--- src/rtl/counter_pkg.sv ---
// Shared types for the up/down modulo counter family.
package counter_pkg;

  typedef enum logic {
    WRAP     = 1'b0,
    SATURATE = 1'b1
  } counter_mode_t;

endpackage

--- src/rtl/counter_next.sv ---
// Combinational next-count for the up/down modulo counter: load clamp, step,
// wrap/saturate at the range ends, and the terminal-count event.
module counter_next
  import counter_pkg::*;
#(
  parameter int N   = 8,
  parameter int MAX = 2**N-1
) (
  input  logic [N-1:0]  count_i,
  input  logic          ena_i,
  input  logic          up_i,
  input  counter_mode_t mode_i,
  input  logic          load_i,
  input  logic [N-1:0]  load_value_i,
  output logic [N-1:0]  count_o,
  output logic          tc_o
);

  localparam logic [N:0]   MAX_EXT = (N+1)'(MAX);
  localparam logic [N-1:0] MAX_N   = N'(MAX);

  // One extra bit so MAX = 2**N-1 overflows visibly instead of wrapping early.
  logic [N:0] sum_s;
  logic [N:0] diff_s;

  // Next-state selection with load over enable; a blocked or wrapping step raises tc.
  always_comb begin
    sum_s   = {1'b0, count_i} + {{N{1'b0}}, 1'b1};
    diff_s  = {1'b0, count_i} - {{N{1'b0}}, 1'b1};
    count_o = count_i;
    tc_o    = 1'b0;
    if (load_i) begin
      if ({1'b0, load_value_i} > MAX_EXT) begin
        count_o = MAX_N;
      end else begin
        count_o = load_value_i;
      end
    end else if (ena_i) begin
      if (up_i) begin
        if (sum_s > MAX_EXT) begin
          tc_o = 1'b1;
          case (mode_i)
            WRAP:     count_o = {N{1'b0}};
            SATURATE: count_o = count_i;
            default:  count_o = count_i;
          endcase
        end else begin
          count_o = sum_s[N-1:0];
        end
      end else begin
        // Borrow out of the extra bit means the step went below zero.
        if (diff_s[N]) begin
          tc_o = 1'b1;
          case (mode_i)
            WRAP:     count_o = MAX_N;
            SATURATE: count_o = count_i;
            default:  count_o = count_i;
          endcase
        end else begin
          count_o = diff_s[N-1:0];
        end
      end
    end else begin
      count_o = count_i;
      tc_o    = 1'b0;
    end
  end

endmodule

--- src/rtl/updown_mod_counter.sv ---
// Up/down modulo counter with wrap or saturate behaviour, registered
// terminal-count pulse and sticky over/underflow flag.
module updown_mod_counter
  import counter_pkg::*;
#(
  parameter int N   = 8,
  parameter int MAX = 2**N-1
) (
  input  logic          clk,
  input  logic          rst,
  input  logic          ena,
  input  logic          up,
  input  counter_mode_t mode,
  input  logic          load,
  input  logic [N-1:0]  load_value,
  input  logic          clr_ovf,
  output logic [N-1:0]  count,
  output logic          tc,
  output logic          ovf
);

  logic [N-1:0] count_q;
  logic [N-1:0] count_d;
  logic         tc_q;
  logic         tc_d;
  logic         ovf_q;
  logic         ovf_d;

  counter_next #(
    .N   (N),
    .MAX (MAX)
  ) u_next (
    .count_i      (count_q),
    .ena_i        (ena),
    .up_i         (up),
    .mode_i       (mode),
    .load_i       (load),
    .load_value_i (load_value),
    .count_o      (count_d),
    .tc_o         (tc_d)
  );

  // A new set event beats a simultaneous clear so no overflow is ever lost.
  always_comb begin
    ovf_d = 1'b0;
    if (tc_d) begin
      ovf_d = 1'b1;
    end else if (clr_ovf) begin
      ovf_d = 1'b0;
    end else begin
      ovf_d = ovf_q;
    end
  end

  // All counter state; reset overrides load and enable.
  always_ff @(posedge clk) begin
    if (rst) begin
      count_q <= {N{1'b0}};
      tc_q    <= 1'b0;
      ovf_q   <= 1'b0;
    end else begin
      count_q <= count_d;
      tc_q    <= tc_d;
      ovf_q   <= ovf_d;
    end
  end

  assign count = count_q;
  assign tc    = tc_q;
  assign ovf   = ovf_q;

endmodule

--- config.mk ---
export PLATFORM = sky130hd
export DESIGN_NAME = updown_mod_counter
export DESIGN_NICKNAME = d
export VERILOG_FILES = /design/src/rtl/counter_pkg.sv /design/src/rtl/counter_next.sv /design/src/rtl/updown_mod_counter.sv
export SDC_FILE = /design/constraint.sdc
export NUM_CORES = 1
export LEC_CHECK = 0
export CELL_PAD_IN_SITES_DETAIL_PLACEMENT = 0
export CELL_PAD_IN_SITES_GLOBAL_PLACEMENT = 2
export CORE_MARGIN = 2
export CORE_UTILIZATION = 29
export CTS_CLUSTER_SIZE = 25
export DETAILED_ROUTE_END_ITERATION = 10
export PLACE_DENSITY = 0.92
export SYNTH_ARGS = -nofsm -noshare
export SYNTH_HDL_FRONTEND = slang
export SYNTH_SLANG_ARGS = --single-unit
--- constraint.sdc ---
create_clock -name clk -period 4.3 [get_ports clk]
set_input_delay 0.86 -clock clk [delete_from_list [all_inputs] [get_ports clk]]
set_output_delay 0.86 -clock clk [all_outputs]
set_load 0.1 [all_outputs]
; Word-level counts from Yosys, hierarchy flattened
; Index checks and enable logic that the tools add are counted.
[word_totals]
regBits = 10
latch_bits = 0
mem_bits_rw = 0
mem_bits_ro = 0
in_bits = 15
elab_cells = 25
mem_count = 0
[op_classes]
addsub = 2
mul = 0
div_mod_pow = 0
n_lt_le_gt_ge = 1
n_eq_ne = 2
shift = 0
mux = 14
n_bitwise = 0
n_reduce_logical = 3
[op_table]
columns = operator, count
row1 = 8-bit two-way mux, 7
row2 = 8-bit by 1-bit adder with 9-bit output (second input constant), 1
row3 = 9-bit by 8-bit > comparator with 1-bit output (second input constant), 1
row4 = 8-bit by 1-bit subtractor with 9-bit output (second input constant), 1
row5 = 4-bit != test (second input constant), 2
row6 = 1-bit two-way mux, 7
row7 = 2-bit nonzero test, 2
row8 = 3-bit AND reduction, 1

; Longest topological paths before layout
; Gate-level depths: netlist of the first run.
[logic_depth]
depth_word = 7
mapped_depth = 8

; Hierarchy
; From an unflattened synthesis of the first run, not the netlist that was laid out.
[hier_totals]
cells_unflattened = 163
hier_area_um2 = 1188.6
[modules_own_cells]
columns = mod, n_inst, cells_per_inst, area_per_inst_um2
row1 = counter_next, 1, 141, 919.6
row2 = updown_mod_counter, 1, 22, 269.0

; Worst setup path before layout of the first run
; OpenSTA, ideal clock, no wires.
[synth_path]
path_kind = register to register
startpoint = reg count_q[0], in the netlist count[0]
endpoint = reg count_q[0], in the netlist count[0]
setup_time_ps = 74
t_arrival_ps = 3037
t_required_ps = 4226
slack_ps = 1188
path_stages_with_launch = 9
period_less_slack_ps = 3112
cell_sequence = dfxtp_1 -> inv_1 -> ha_1 -> nor4bb_1 -> nand2_1 -> o41a_1 -> mux2i_1 -> a2111o_1 -> o21ai_0
[synth_via]
elab_chain_cells = 6
elab_cells_between_ends = 11
[synth_rtl]
columns = element, line_no
row1 = start: declaration, updown_mod_counter.sv:22  ; logic [N-1:0] count_q;
row2 = start signal: assignment, updown_mod_counter.sv:58  ; count_q <= {N{1'b0}};
row3 = start signal: assignment, updown_mod_counter.sv:62  ; count_q <= count_d;
row4 = 8-bit by 1-bit adder with 9-bit output, counter_next.sv:28  ; sum_s = {1'b0, count_i} + {{N{1'b0}}, 1'b1};
row5 = 9-bit by 8-bit > comparator with 1-bit output, counter_next.sv:40  ; if (sum_s > MAX_EXT) begin
row6 = 8-bit two-way mux, counter_next.sv:40
row7 = 8-bit two-way mux, counter_next.sv:39  ; if (up_i) begin
row8 = 8-bit two-way mux, counter_next.sv:38  ; end else if (ena_i) begin
row9 = 8-bit two-way mux, counter_next.sv:32  ; if (load_i) begin
; Several ways; a longest one is shown, not always the timed one. The select of a mux whose other input is x is not followed.
; A chain may end at the register's enable or synchronous reset.

; Final worst setup path of the first run
[layout_path]
startpoint = reg count_q[5], in the netlist count[5]
endpoint = out count[5]
[layout_lines]
columns = element, line_no
row1 = end: declaration, updown_mod_counter.sv:17  ; output logic [N-1:0] count,
; No word-level cell between the ends.

==> flow_summary.json, run 1 <==
{
  "status": "complete, no violations",
  "ir_drop_mv": 0.144,
  "finalSetupViolCount": 0,
  "combPwrFrac": 0.464,
  "firstDrtPassIters": 4,
  "crit_chain": "clkdlybuf4s50_1",
  "stdcell_area_um2": 1280,
  "gp_congestion": 0.781,
  "start_kind": "register",
  "postCtsSetupBuffers": 0,
  "hold_viol_final": 0,
  "intPower_uw": 191,
  "cts_tree": "yes",
  "pwr-share-clk": 0.179,
  "core_area_um2": 3340,
  "rsz0062_at_grt": "false",
  "ys_warn_count": 0,
  "tightestPinTransition_ns": 0.978,
  "cp.buffers_inverters": 1,
  "io_buffers": 24,
  "final_layout_size_suffix_gt1_frac": 0.0577,
  "timing.hold.worst.class": "reg -> reg",
  "synth-seq-cells": 10,
  "cts_hold_buf": 0,
  "initial_utilization": 0.303,
  "cts_max_path_buffers": 2,
  "cap_violations": 0,
  "critPathMaxFanout": 11,
  "required_ns": 3.44,
  "slowest_stage": "clkdlybuf4s50_1",
  "switching_share": 0.443,
  "synth-main-ff-cell": "dfxtp_1",
  "htree_levels": 1,
  "final_common_cell": "clkdlybuf4s50_1",
  "grt_pass1_vias": 1086,
  "maxSlewViolCount": 0,
  "dieHeight_um": 63.1,
  "tns_ns": 0,
  "syn_area_um2": 1010,
  "numCtsBuffers": 3,
  "crit_type": "reg -> out",
  "via_per_inst": 5.57,
  "io_pins": 25,
  "power.density_nw_per_um2": 268,
  "place_inst": 199,
  "ctsResizeCount": 0,
  "synthTopCellsByArea": "dfxtp_1 (20%), nand2_1 (6.3%), a21oi_1 (4.4%)",
  "clk_pin_slew_ns": 0.06,
  "fin_skew_ns": 0.00163,
  "drtAntennaViolNets": 0,
  "grt-ovfl-total": 0,
  "fmax_mhz": 338,
  "drt_iter0_drc": 37,
  "placed_cell_area_um2": 1260,
  "cp-end-kind": "output port",
  "seqPwrFrac": 0.357,
  "ys_types": 44,
  "yosysSeqAreaShare": 0.198,
  "avgSynthCellArea_um2": 7.23,
  "layout_common_cells": "clkdlybuf4s50_1 (24), nand2_1 (17), dfxtp_1 (10)",
  "crit_family": "buffers and inverters",
  "die_x_um": 63.1,
  "min_period_over_period": 0.688,
  "nets": 176,
  "antenna_found_initial": 0,
  "synth_cells": 140,
  "drt_wl_total_mm": 2.94,
  "grt_pass1_wl_mm": 4.97,
  "die_area_um2": 3980,
  "cts-root-buf": "clkbuf_4",
  "period_needed_ns": 2.96,
  "grt_use_total": 0.154,
  "fill_cells": 375,
  "place_hpwl_mm": 2.21,
  "fin_util": 0.384,
  "synth-edff-count": 0,
  "async_flop_share": 0,
  "leakage_nw": 0.463,
  "drc_errors": 0,
  "area_growth_pct": 26.6,
  "critPathMaxStageDelay_ns": 1.22,
  "synth_top_area_share": 0.198,
  "cts_sinks": 10,
  "rows": 21,
  "multi_input_area_um2": 738,
  "synth_nets": 158,
  "worstPathArrival_ns": 2.10,
  "via_count": 1126,
  "final_cells": 202,
  "wl_per_cell_um": 14.5,
  "timing.hold.ws_ns": 0.497,
  "p_sw_uw": 152,
  "max_slew_margin": 0.346,
  "grt_max_degree": 20,
  "regArea_um2": 200,
  "num_antenna_cells": 0,
  "synth_top_area_cell": "dfxtp_1",
  "insertion_delay_ns": 0.26
}
## registers in the layout, indices dropped and copies added (netlist names)
| signal | flops |
|---|---|
| tc | 1 |
| ovf | 1 |
| count | 8 |
## worst reg2reg max path, stage by stage, from the launching register on
cell	delay (ns)
dfxtp_1	0.51
inv_1	0.14
ha_1	0.36
nor4bb_1	0.41
nand2_1	0.14
o41a_1	0.45
mux2i_1	0.16
a2111o_1	0.40
o21ai_0	0.07
## path summary, 6_finish.rpt
| path | cells after the start | slack (ns) | end | from |
|---|---|---|---|---|
| worst min-delay path | 2 | 0.50 | ovf | ovf |
| worst max register to register | 8 | 1.59 | count[0] | count[0] |
| worst max-delay path | 1 | 1.34 | count[5] | count[5] |
| worst min register to register | 2 | 0.50 | ovf | ovf |
## per-stage QoR
step / total power, mW / setup WS (ns)
floorplan: 0.240 / 1.19
detailed placement: 0.282 / 1.13
global placement: 0.283 / 1.15
global route: 0.366 / 1.12
CTS: 0.345 / 1.34
finish: 0.343 / 1.34
## power groups by stage
stage	logic (mW)	clock network, mW	registers, mW
floorplan	0.0800	0	0.160
global placement	0.159	0	0.125
detailed placement	0.159	0	0.124
finish	0.159	0.0612	0.122
global route	0.170	0.0717	0.124
CTS	0.159	0.0635	0.122
## cells in the mapped netlist, types with 2 or more instances
master,count
o21ai_0,8
nand2b_1,2
nor2b_1,3
and3_1,2
buf_2,2
o211ai_1,4
nor3b_1,4
xnor2_1,3
nand2_1,17
o311a_1,2
or4_4,2
dfxtp_1,10
nand3_1,6
nor2_1,8
o22ai_1,3
o221ai_1,2
ha_1,3
nor3_1,5
a21oi_1,9
mux2i_1,2
clkbuf_1,8
nor4_1,3
or3_1,3
inv_1,6
xor2_1,2
a211o_1,3
## layout make-up
cell class,instances,area share
Clock buffer,3,0.0176
Inverter,6,0.0176
Multi-Input combinational cell,113,0.576
Sequential cell,10,0.156
Tap cell,46,0.0449
Timing Repair Buffer,24,0.187
## cell families (layout without fill, tap and decap cells)
kind of cell / count (synthesis) / in the layout / share of synthesized area
compound gates: 42 / 42 / 0.300
xor+xnor: 5 / 5 / 0.0433
fa+ha+maj: 3 / 3 / 0.0371
buf+inv: 17 / 33 / 0.0729
flops: 10 / 10 / 0.198
mux: 2 / 2 / 0.0198
simple gates: 61 / 61 / 0.329
## layer usage
layer  routed length, um  vias to the layer above  GRT usage
li1                    -                      552          -
met1                1320                      527      0.198
met2                1430                       43      0.253
met3                 153                        4     0.0214
met4                  38                        0     0.0694
met5                   0                        -          0
Note: power is estimated with default switching activity, not from simulation.
==> run 2, diff against run 1 <==
Settings changed: CORE_UTILIZATION 29 to 24, PLACE_DENSITY 0.92 to 0.82.
Clock period 4.3 ns to 2.6 ns, I/O delays scaled along.
==> run 2 against run 1 <==
  * Power grew 87%
  * Clock power grew to 2.6 times the previous value
  * First-iteration DRC count grew 81%
  * Non-clock buffer count grew 8
  * Combinational power grew 78%
  * Die area grew 19%
  * Flip-flop and latch count is the same
  * Worst setup slack lost 1.1 ns
  * Critical path type is now reg -> reg
  * Highest routed layer unchanged
==> flow_summary.json, run 2 (synthesis results as in run 1) <==
{
  "via_count": 1133,
  "grt-ovfl-total": 0,
  "rows": 23,
  "largest_register_ffs": 8,
  "setup_slack_ns": 0.206,
  "regArea_um2": 213,
  "cts-root-buf": "clkbuf_8",
  "num_antenna_cells": 0,
  "leakage_nw": 0.530,
  "initial_utilization": 0.251,
  "timing.hold.ws_ns": 0.497,
  "maxSlewViolCount": 0,
  "ir_drop_mv": 0.366,
  "rrSetupSlack_ns": 0.21,
  "worstPathArrival_ns": 2.55,
  "layout_common_cells": "buf_4 (18), nand2_1 (17), clkdlybuf4s50_1 (14)",
  "finalSetupViolCount": 0,
  "timing.hold.worst.class": "reg -> reg",
  "max_slew_margin": 0.711,
  "cap_violations": 0,
  "power.density_nw_per_um2": 472,
  "hold_viol_final": 0,
  "io_buffers": 24,
  "die_area_um2": 4750,
  "clk_pin_slew_ns": 0.05,
  "tightestPinTransition_ns": 0.433,
  "fmax_mhz": 418,
  "drt_iter0_drc": 67,
  "cp-end-kind": "register",
  "wl_per_cell_um": 14.2,
  "required_ns": 2.75,
  "final_layout_size_suffix_gt1_frac": 0.200,
  "cts_hold_buf": 0,
  "final_cells": 215,
  "cts_sinks": 10,
  "gp_congestion": 0.832,
  "placed_cell_area_um2": 1310,
  "period_needed_ns": 2.39,
  "postCtsSetupBuffers": 0,
  "multi_input_area_um2": 738,
  "nets": 184,
  "grt_pass1_wl_mm": 4.68,
  "p_total_uw": 641,
  "grt_pass1_vias": 986,
  "via_per_inst": 5.27,
  "antenna_found_initial": 0,
  "grt_use_total": 0.132,
  "status": "complete, no violations",
  "ctsResizeCount": 0,
  "rsz0062_at_grt": "false",
  "dpl_worst_slack_ns": 0.148,
  "final_common_cell": "buf_4",
  "drt_wl_total_mm": 3.06,
  "fin_util": 0.337,
  "cts_max_path_buffers": 2,
  "io_pins": 25,
  "die_x_um": 68.9,
  "dieHeight_um": 68.9,
  "cts_tree": "yes",
  "insertion_delay_ns": 0.23,
  "fill_cells": 445,
  "start_kind": "register",
  "place_inst": 211,
  "tns_ns": 0,
  "min_period_over_period": 0.921,
  "crit_type": "reg -> reg",
  "firstDrtPassIters": 4,
  "drtAntennaViolNets": 0,
  "htree_levels": 1,
  "numCtsBuffers": 3,
  "core_area_um2": 4030,
  "place_hpwl_mm": 2.38,
  "area_growth_pct": 34.0,
  "drc_errors": 0,
  "stdcell_area_um2": 1360,
  "critPathMaxFanout": 9,
  "grt_max_degree": 14,
  "fin_skew_ns": 0.00531
}
run 2: changes by cell type in the layout (fill, tap and decap cells not counted), sizes merged:
cell	change
clkinv	+1
clkdlybuf4s50	-10
buf	+18
run 2: worst paths after layout:
check	start	end	depth (start not counted)
max	count[0]	count[0]	8
min	ovf	ovf	2
max reg2reg	count[0]	count[0]	8
min reg2reg	ovf	ovf	2
run 2: area by class of cell:
class / count / area share
clock inverters: 1 / 0.00277
inverters: 6 / 0.0166
multi-input cells: 113 / 0.544
clock buffers: 3 / 0.0304
repair buffers: 32 / 0.203
well taps: 50 / 0.0461
flip-flops and latches: 10 / 0.157
run 2: worst max-delay path, cell delays in order (launching register included):
cell	delay, ns
dfxtp_4	0.39
inv_1	0.08
ha_1	0.30
nor4bb_1	0.34
nand2_1	0.13
o41a_1	0.44
mux2i_1	0.16
a2111o_1	0.40
o21ai_0	0.06
run 2: power by group:
| group | leakage, nW | switching [mW] | internal (mW) | total (mW) |
|---|---|---|---|---|
| Sequential | 0.0850 | 0.0285 | 0.167 | 0.196 |
| Combinational | 0.422 | 0.178 | 0.105 | 0.283 |
| Clock | 0.0231 | 0.0587 | 0.103 | 0.162 |
| Total | 0.530 | 0.265 | 0.376 | 0.641 |
run 2: per-layer routing:
| layer | vias up | wire [um] | global-route usage |
|---|---|---|---|
| li1 | 571 | - | - |
| met3 | 4 | 142 | 0.0130 |
| met1 | 520 | 1350 | 0.171 |
| met5 | - | 0 | 0 |
| met4 | 0 | 47 | 0.0613 |
| met2 | 38 | 1520 | 0.220 |
==> run 3, diff against run 2 <==
Settings changed: RECOVER_POWER set to 50, SKIP_CTS_REPAIR_TIMING set to 1.
==> run 3 against run 2 <==
  * Power down 1.6%
  * Global-route usage stayed put
  * Cell count unchanged
  * Register-to-register slack hardly changed
  * Utilization fell by 0.93 points
  * Largest cell class unchanged
  * Clock skew barely moved
  * Largest power group unchanged
  * Via count is 0.18% lower
  * First-iteration DRC count decreased by 10%
  * Maximum frequency rose by 0.17%
  * Critical path type unchanged
  * Non-clock buffer count is the same
  * Clock power about the same
  * Critical endpoint unchanged
==> flow_summary.json, run 3 (synthesis results as in run 1) <==
{
  "tightestPinTransition_ns": 1.17,
  "core_area_um2": 4030,
  "cp-end-kind": "register",
  "power.density_nw_per_um2": 478,
  "fmax_mhz": 418,
  "drt_iter0_drc": 60,
  "drt_wl_total_mm": 3.06,
  "crit_path_start": "count[0]",
  "grt_use_total": 0.132,
  "max_slew_margin": 0.224,
  "grt-ovfl-total": 0,
  "critPathMaxFanout": 9,
  "period_needed_ns": 2.39,
  "crit_chain": "inv_1 > ha_1 > nor4bb_1 > nand2_1 > o41a_1 > mux2i_1 > a2111o_1 > o21ai_0",
  "use_met1": 0.171,
  "grt_pass1_wl_mm": 4.68,
  "leakage_nw": 0.490,
  "nets": 184,
  "area_growth_pct": 30.3,
  "r2r-start": "count[0]",
  "via_count": 1131,
  "critPathMaxStageDelay_ns": 0.44,
  "final_cells": 215,
  "drc_errors": 0,
  "placed_cell_area_um2": 1310,
  "dieHeight_um": 68.9,
  "cp.depth": 8,
  "cts_max_path_buffers": 2,
  "initial_utilization": 0.251,
  "firstDrtPassIters": 4,
  "fin_skew_ns": 0.00536,
  "ir_drop_mv": 0.358,
  "grt_pass1_vias": 986,
  "use_met2": 0.220,
  "cap_violations": 0,
  "hold_viol_final": 0,
  "wl_per_cell_um": 14.2,
  "maxSlewViolCount": 0,
  "place_hpwl_mm": 2.38,
  "tns_ns": 0,
  "numCtsBuffers": 3,
  "slowest_stage": "o41a_1",
  "p_total_uw": 630,
  "finalSetupViolCount": 0,
  "die_x_um": 68.9,
  "stdcell_area_um2": 1320,
  "clk_pin_slew_ns": 0.05,
  "final_common_cell": "nand2_1",
  "cts_tree": "yes",
  "cts_sinks": 10,
  "io_pins": 25,
  "min_period_over_period": 0.919,
  "busiest_layer": "met2",
  "crit_type": "reg -> reg",
  "endpoint": "count[0]",
  "num_antenna_cells": 0,
  "start_kind": "register",
  "layout_common_cells": "nand2_1 (17), clkdlybuf4s50_1 (14), clkbuf_1 (10)",
  "use_met3": 0.0130,
  "largest_register_ffs": 8,
  "cp.buffers_inverters": 1,
  "reg2regPathDepth": 8,
  "htree_levels": 1,
  "via_per_inst": 5.26,
  "crit_family": "compound AO/OA/AOI/OAI gates",
  "timing.hold.worst.class": "reg -> reg",
  "required_ns": 2.75,
  "rrSetupSlack_ns": 0.21,
  "grt_max_degree": 14,
  "insertion_delay_ns": 0.23,
  "antenna_found_initial": 0,
  "io_buffers": 24,
  "fill_cells": 452,
  "drtAntennaViolNets": 0,
  "final_layout_size_suffix_gt1_frac": 0.139,
  "worstPathArrival_ns": 2.54,
  "gp_congestion": 0.832,
  "place_inst": 211,
  "cts-root-buf": "clkbuf_8",
  "die_area_um2": 4750,
  "fin_util": 0.327,
  "r2r_end": "count[0]",
  "status": "complete, no violations",
  "rsz0062_at_grt": "false",
  "rows": 23
}
[run 3: changes by cell type in the layout (fill, tap and decap cells not counted)]
cell / change
clkbuf_1: +10
buf_4: -10
[run 3: power breakdown]
| group | switching [mW] | internal (mW) |
|---|---|---|
| sequential | 0.0282 | 0.167 |
| combinational | 0.178 | 0.0951 |
| clock | 0.0587 | 0.103 |
| total | 0.265 | 0.366 |
[run 3: tightest hold or removal path, delay by kind of cell (launching register included)]
kind | cells | cell delay (ns)
AO/OA/AOI/OAI | 1 | 0.06
flip-flops | 1 | 0.32
AND/OR/NAND/NOR | 1 | 0.07
[run 3: layout make-up]
class	instances	area, um^2	area share
multi-input combinational	113	738	0.560
timing repair buffer	32	238	0.180
sequential	10	213	0.161
tap	50	62.6	0.0474
clock buffer	3	41.3	0.0313
inverter	6	22.5	0.0171
clock inverter	1	3.75	0.00285
[run 3: layer usage]
| layer | up-vias | share of wire |
|---|---|---|
| met3 | 4 | 0.042 |
| met1 | 518 | 0.45 |
| met2 | 38 | 0.49 |
| met4 | 0 | 0.015 |
| met5 | - | 0 |
| li1 | 571 | - |
[run 3: through the flow]
stage | setup WS (ns) | hold slack [ns]
finish | 0.210 | 0.495
global route | 0.0360 | 0.519
CTS | 0.197 | 0.507
detailed placement | 0.148 | 0.495
global placement | 0.141 | 0.476
floorplan | 0.0317 | 0.657
[run 3: worst min-delay path by stage]
stage	start	end	slack, ns	depth (start not counted)
after floorplan	load_value[0]	count[0]	0.66	2
after global placement	ovf	ovf	0.48	2
after detailed placement	ovf	ovf	0.50	2
after CTS	ovf	ovf	0.51	2
after global routing	ovf	ovf	0.52	2
final	ovf	ovf	0.50	2
